[src/rtl/freq_meter.sv]
`default_nettype none
// ============================================================================
// Module      : freq_meter
// Description : Gated edge counter with back-to-back windows and a
//               double-dabble binary-to-BCD converter for the result.
// Revision    : 1.0 - initial release
// ============================================================================
module freq_meter #(
    parameter int GATE_CYCLES = 100000000,
    parameter int SAT         = 999999
) (
    input  logic        sysclk,
    input  logic        rst,
    input  logic        sigin,
    output logic [19:0] freq,
    output logic [23:0] bcd,
    output logic        ovf,
    output logic        valid
);

    localparam int                    c_GCNT_W    = $clog2(GATE_CYCLES);
    localparam logic [c_GCNT_W-1:0]   c_GCNT_LAST = c_GCNT_W'(GATE_CYCLES - 1);
    localparam logic [19:0]           c_SAT       = 20'(SAT);
    localparam logic [4:0]            c_LAST_STEP = 5'd19;

    typedef enum logic [1:0] {
        ST_IDLE  = 2'd0,
        ST_SHIFT = 2'd1,
        ST_DONE  = 2'd2
    } state_t;

    logic                r_s1;
    logic                r_s2;
    logic                r_s3;
    logic [c_GCNT_W-1:0] r_gcnt;
    logic [19:0]         r_ecnt;
    logic                r_wovf;

    state_t              r_state;
    logic [4:0]          r_bitcnt;
    logic [23:0]         r_bcd_sh;
    logic [19:0]         r_bin_sh;
    logic [19:0]         r_snap;
    logic                r_snap_ovf;

    logic                w_edge;
    logic                w_e0;
    logic                w_at_sat;
    logic [19:0]         w_snap_cnt;
    logic                w_snap_ovf;
    logic [23:0]         w_bcd_adj;
    logic [43:0]         w_step;

    assign w_edge   = r_s2 & ~r_s3;
    assign w_e0     = (r_gcnt == c_GCNT_LAST);
    assign w_at_sat = (r_ecnt == c_SAT);

    // The snapshot includes an edge landing in the last cycle of the window.
    assign w_snap_cnt = (w_edge && !w_at_sat) ? r_ecnt + 20'd1 : r_ecnt;
    assign w_snap_ovf = r_wovf | (w_edge & w_at_sat);

    for (genvar i = 0; i < 6; i++) begin : g_nibble
        assign w_bcd_adj[4*i +: 4] = (r_bcd_sh[4*i +: 4] >= 4'd5) ?
                                     r_bcd_sh[4*i +: 4] + 4'd3 : r_bcd_sh[4*i +: 4];
    end

    assign w_step = {w_bcd_adj, r_bin_sh} << 1;

    always_ff @(posedge sysclk or negedge rst) begin
        if (!rst) begin
            r_s1   <= 1'b0;
            r_s2   <= 1'b0;
            r_s3   <= 1'b0;
            r_gcnt <= '0;
            r_ecnt <= '0;
            r_wovf <= 1'b0;
        end else begin
            r_s1   <= sigin;
            r_s2   <= r_s1;
            r_s3   <= r_s2;
            r_gcnt <= w_e0 ? '0 : r_gcnt + 1'b1;
            if (w_e0) begin
                r_ecnt <= '0;
                r_wovf <= 1'b0;
            end else if (w_edge) begin
                if (w_at_sat) begin
                    r_wovf <= 1'b1;
                end else begin
                    r_ecnt <= r_ecnt + 20'd1;
                end
            end
        end
    end

    // Conversion finishes well inside the next window, so E0 always finds IDLE.
    always_ff @(posedge sysclk or negedge rst) begin
        if (!rst) begin
            r_state    <= ST_IDLE;
            r_bitcnt   <= '0;
            r_bcd_sh   <= '0;
            r_bin_sh   <= '0;
            r_snap     <= '0;
            r_snap_ovf <= 1'b0;
            freq       <= '0;
            bcd        <= '0;
            ovf        <= 1'b0;
            valid      <= 1'b0;
        end else begin
            valid <= 1'b0;
            case (r_state)
                ST_IDLE: begin
                    if (w_e0) begin
                        r_bcd_sh   <= '0;
                        r_bin_sh   <= w_snap_cnt;
                        r_snap     <= w_snap_cnt;
                        r_snap_ovf <= w_snap_ovf;
                        r_bitcnt   <= '0;
                        r_state    <= ST_SHIFT;
                    end
                end
                ST_SHIFT: begin
                    {r_bcd_sh, r_bin_sh} <= w_step;
                    if (r_bitcnt == c_LAST_STEP) begin
                        r_state <= ST_DONE;
                    end else begin
                        r_bitcnt <= r_bitcnt + 5'd1;
                    end
                end
                ST_DONE: begin
                    freq    <= r_snap;
                    bcd     <= r_bcd_sh;
                    ovf     <= r_snap_ovf;
                    valid   <= 1'b1;
                    r_state <= ST_IDLE;
                end
                default: begin
                    r_state <= ST_IDLE;
                end
            endcase
        end
    end

endmodule
`default_nettype wire

[config.mk]
export PLATFORM = sky130hd
export DESIGN_NAME = freq_meter
export DESIGN_NICKNAME = d
export VERILOG_FILES = /design/src/rtl/freq_meter.sv
export SDC_FILE = /design/constraint.sdc
export NUM_CORES = 1
export LEC_CHECK = 0
export ABC_AREA = 1
export CAP_MARGIN = 20
export CELL_PAD_IN_SITES_DETAIL_PLACEMENT = 1
export CELL_PAD_IN_SITES_GLOBAL_PLACEMENT = 1
export CORE_UTILIZATION = 41
export CTS_CLUSTER_DIAMETER = 100
export DETAILED_ROUTE_END_ITERATION = 10
export PLACE_DENSITY = 0.88
export SYNTH_ARGS = -nofsm -noshare
export SYNTH_HDL_FRONTEND = slang
export SYNTH_SLANG_ARGS = --single-unit
[constraint.sdc]
create_clock -name sysclk -period 1.65 [get_ports sysclk]
set_clock_uncertainty 0.05 [all_clocks]
set_input_delay 0.2475 -clock sysclk [delete_from_list [all_inputs] [get_ports sysclk]]
set_output_delay 0.2475 -clock sysclk [all_outputs]
set_load 0.05 [all_outputs]
Yosys cells after proc, flatten, opt, wreduce, memory -nomap -nowiden
Index checks and enable logic that the tools add are counted.
Storage, ports and cells
  flip-flop bits (word level): 169
  input port bits: 3
  word-level logic and storage cells: 81
Cells by class
  add/subtract/negate cells: 9
  magnitude comparators: 6
  equal/unequal tests: 9
  mux-type cells: 25
  bitwise gates (word level): 4
  reduce and logical (&&, ||, !) cells: 12
Operators with widths (count)
  $mux W20: 5
  $pmux W24 S2: 1
  $pmux W20 S2: 1
  $add A27 B1 Y27 const B: 1
  $eq A27 B27 Y1 const B: 1
  $mux W27: 1
  $ge A4 B3 Y1 const B: 6
  $mux W24: 1
  $add A20 B1 Y20 const B: 1
  $add A4 B2 Y4 const B: 5
  $eq A20 B20 Y1 const B: 1
  $mux W4: 5
  $mux W5: 2
  $pmux W5 S2: 1
  $reduce_and A2 Y1: 5
  $ne A2 B2 Y1 const B: 4
  $reduce_bool A2 Y1: 3
  $add A5 B1 Y5 const B: 1
  $eq A5 B5 Y1 const B: 1
  $mux W1: 4
  $mux W2: 2
  $pmux W2 S2: 1
  $add A3 B2 Y3 const B: 1
  $mux W3: 1
  other kinds (9): 10

Logic depth before layout (Yosys ltp)
  word-level depth: 6
  gate-level depth with buffers: 11
  gate-level depth less buffers: 11

Least setup slack after synthesis
No wires, ideal clock.
  path type: flip-flop to flip-flop
  start point: register r_gcnt[0]
  end point: register r_bcd_sh[10]
  setup time: 125 ps
  arrival time: 1483 ps
  data required time: 1475 ps
  slack: -8 ps
  stages on the path, launching flop included: 10
  period minus slack after synthesis: 1658 ps
  cells stage by stage: dfrtp_1 -> ha_1 -> nand2_2 -> nor2_4 -> nand2_4 -> nor2_4 -> nand3_4 -> nand2_2 -> buf_4 -> o21ai_1
Between the ends
  longest elaborated chain between the ends: 3
Ends and longest elaborated chain
  start, declared: line 35  | logic [c_GCNT_W-1:0] r_gcnt;
  start signal, assigned: line 81  | r_gcnt <= w_e0 ? '0 : r_gcnt + 1'b1;
  $eq A27 B27 Y1: line 55  | assign w_e0 = (r_gcnt == c_GCNT_LAST);
  $ne A2 B2 Y1 (no source line)
  $reduce_and A2 Y1 (no source line)
  end signal, assigned: line 122  | {r_bcd_sh, r_bin_sh} <= w_step;
  end, declared: line 41  | logic [23:0] r_bcd_sh;
Every way passes these cells.
A chain may end at the register's enable or synchronous reset.

Worst setup path after layout
  start point: register r_state[1]
  end point: register freq[12]
Between the ends
  longest elaborated chain between the ends: 1
Ends and longest elaborated chain
  start, declared: line 39  | state_t r_state;
  start signal, assigned: line 98  | r_state <= ST_IDLE;
  start signal, assigned: line 118  | r_state <= ST_SHIFT;
  start signal, assigned: line 124  | r_state <= ST_DONE;
  $eq A2 B2 Y1: line 110  | case (r_state)
  end signal, assigned: line 130  | freq <= r_snap;
  end, declared: line 15  | output logic [19:0] freq,
Every way passes these cells.

==> results.cfg <==
[setup_path]
crit_type = reg2reg
r2r_start = r_state[1]
cp.required_ps = 1840
rr_worst_depth = 5
critPathLaunchType = register
endpoint_kind = register
critPathMaxFanout = 31
reg2reg_slack_ps = -600
worst_r2r_endpoint = freq[12]
crit_arrival_ps = 2440

[synthesis]
synth.top_cell.area_share_pct = 51.7
async_reset_ff_share_pct = 100
synth_cell_types = 33
synth_area_um2 = 8180
yosys-top-cells-area = dfrtp_1 (52%), nand2_1 (12%), inv_1 (5.6%)
ys.flop_type = dfrtp_1
seq_area_frac_synth_pct = 51.7
syn_nets = 1021
synthCells = 1003
synth-edff-count = 0
post_synth.cell_area_avg_um2 = 8.15
ys_seq_elements = 169
synth-warning-count = 0
yosysTopAreaCell = dfrtp_1

[global_routing]
grt_pass1_vias = 8733
grt-ovfl-total = 0
antenna_found_initial = 1
grt_pass1_wl_um = 48700
grt_max_degree = 45
grt_use_total_pct = 31.7

[clock_tree]
cts.sinks = 169
clockBufferDepth = 2
clock_latency_ps = 450
path_clk_slew_ps = 80
h-tree-depth = 4
cts-root-buf = clkbuf_16
cts_buffers = 17
cts_tree = done

[floorplanning]
die_w_um = 143
die_h_um = 143
rows = 51
die_area_um2 = 20500
core_area_um2 = 19500
ios = 49
initial_utilization_pct = 41.9

[placement]
placedCellCount = 1367
dpl.hpwl_um = 16900
place.gp.congestion = 0.860
io_buffer_count = 48

[timing]
timing.final.crit_period_ps = 2250
setup_slack_ps = -601
maxSlewHeadroom_pct = 16.2
setup_viol = 111
timing.fmax_mhz = 444
slew_violations = 0
tightestPinTransition_ps = 1240
holdWs_ps = 190
hold_viol_final = 0
min_period_over_period_pct = 136
rsz0062_at_grt = yes

[finish]
nets = 1188
drive_gt1_share_pct = 36.8
fin_util_pct = 60.0
finalNonFillerCells = 1449
syn_to_final_growth_pct = 43.4
multiInputGateArea_um2 = 4340
fill_cells = 2158
seqCellArea_um2 = 4250

[power_and_ir_drop]
peakVddDrop_v = 0.000860
p_total_uw = 9910
power_density_nw_per_um2 = 845
cellLeakagePower_uw = 0.00566

[detailed_routing]
drc = 0
dr_total_vias = 8998
post_drt_wl_per_cell_um = 29.3
drt_iter0_markers = 962
postRouteAntennaNets = 0
via_per_inst = 6.21
dr.pass1.iters = 6
wl_um = 42400

[min_path]
hold_start = sigin
holdPathStages = 1
holdPathEnd = r_s1
min_path_type = in2reg

[status]
violations = negative setup slack
status = finished, violations left

[run]
cap_violations = 0
critical path, cell delays in order, from the launching register on:
cell and delay, ps:
dfrtp_1 430, inv_1 80, nor2_2 140, inv_2 160, buf_12 200, o21ai_0 960
area by class of cell:
class,instances,share of cell area (%)
Tap cell,265,2.83
Clock buffer,20,3.98
Sequential cell,169,36.2
Clock inverter,12,1.41
Antenna cell,1,0.0213
Multi-Input combinational cell,679,37.0
Inverter,129,4.33
Timing Repair Buffer,174,14.2
worst max path at each step:
stage | slack, ps | to | start | depth (start not counted)
2_1_floorplan | 3 | r_bcd_sh[10] | r_gcnt[0] | 9
4_1_cts | -120 | r_snap[14] | r_ecnt[1] | 8
3_5_place_dp | -200 | r_bin_sh[15] | r_ecnt[0] | 10
6_report | -600 | freq[12] | r_state[1] | 5
5_1_grt | -540 | freq[12] | r_state[1] | 5
3_3_place_gp | -90 | r_snap[15] | r_ecnt[0] | 10
cell usage in the layout (no fill, tap or decap), types with 4 or more instances in the layout:
cell type,synthesis,layout
clkinvlp_4,0,6
o21ai_1,17,7
nor3_2,0,8
dfrtp_2,0,13
buf_6,4,11
ha_1,15,13
inv_2,5,12
nand3_1,75,49
buf_4,2,138
nand2_4,1,13
nor2_1,96,64
o21ai_0,85,61
dfrtp_1,169,156
o21ai_4,0,4
inv_1,123,113
clkbuf_16,0,22
a21oi_2,0,7
buf_12,0,15
xor2_1,25,24
nand3_2,4,19
o21ai_2,0,30
nand4_1,11,11
nand2_1,270,217
nor3_1,14,4
nand2_2,3,42
a21oi_1,29,19
xnor2_1,7,4
nor2_4,5,22
nand3_4,2,13
nor2_2,6,21
power by group:
group	total, uW	internal (uW)	leakage [uW]	switching [uW]
sequential	4340	4210	0.00231	130
clock	4490	2530	0.000293	1970
combinational	1070	416	0.00305	658
layer usage:
layer	vias up	global-route usage [%]	wire length [um]
met2	702	56.1	20100
met1	4473	34.2	14700
met3	307	6.30	3830
met5	-	0	0
li1	3516	-	-
met4	0	21.6	3690
Yosys cell counts (4+ instances only):
master,n
dfrtp_1,169
ha_1,15
o21ai_1,17
nor2_4,5
o22ai_1,5
buf_6,4
xnor2_1,7
inv_1,123
buf_2,4
o21ai_0,85
nor3_1,14
nand3_1,75
clkbuf_1,14
inv_2,5
nor2_1,96
nand2_1,270
a21oi_1,29
nand3_2,4
nand4_1,11
nor2_2,6
xor2_1,25
sequential cells by signal, indices dropped and copies added, names as in the netlist:
signal,cells
r_state,2
ovf,1
r_snap_ovf,1
r_ecnt,20
valid,1
freq,20
r_bitcnt,5
r_wovf,1
r_s2,1
r_bin_sh,20
r_s3,1
r_bcd_sh,24
bcd,24
r_gcnt,27
r_snap,20
r_s1,1
metrics by stage:
stage / instance area [um2] / setup WS (ps) / TNS (ps)
5_1_grt: 11700 / -540 / -26440
3_5_place_dp: 9450 / -199 / -3660
3_3_place_gp: 9450 / -94.4 / -487
4_1_cts: 10600 / -124 / -3270
2_1_floorplan: 8180 / 2.65 / 0
6_report: 11700 / -601 / -21400
timing repair:
| item | CTS | global route |
|---|---|---|
| gates resized for setup | 93 | 218 |
| setup buffers | 16 | 27 |
| endpoints found under the setup margin | 92 | 113 |
| endpoints found under the hold margin | 38 | 0 |
| hold buffers | 1 | 0 |
| pin swaps | 22 | 43 |
| cloned | 3 | 6 |
cell families (layout without fill, tap and decap cells):
group,count (synthesis),in the layout,synth area share [%]
buffers and inverters,155,335,7.70
and+or+nand+nor,494,494,26.3
DFF,169,169,51.7
other,0,1,0
xor gates and xnor gates,32,32,3.43
AOI/OAI and AO/OA,138,138,8.57
adders and majority gates,15,15,2.30
(Power assumes the default switching activity.)
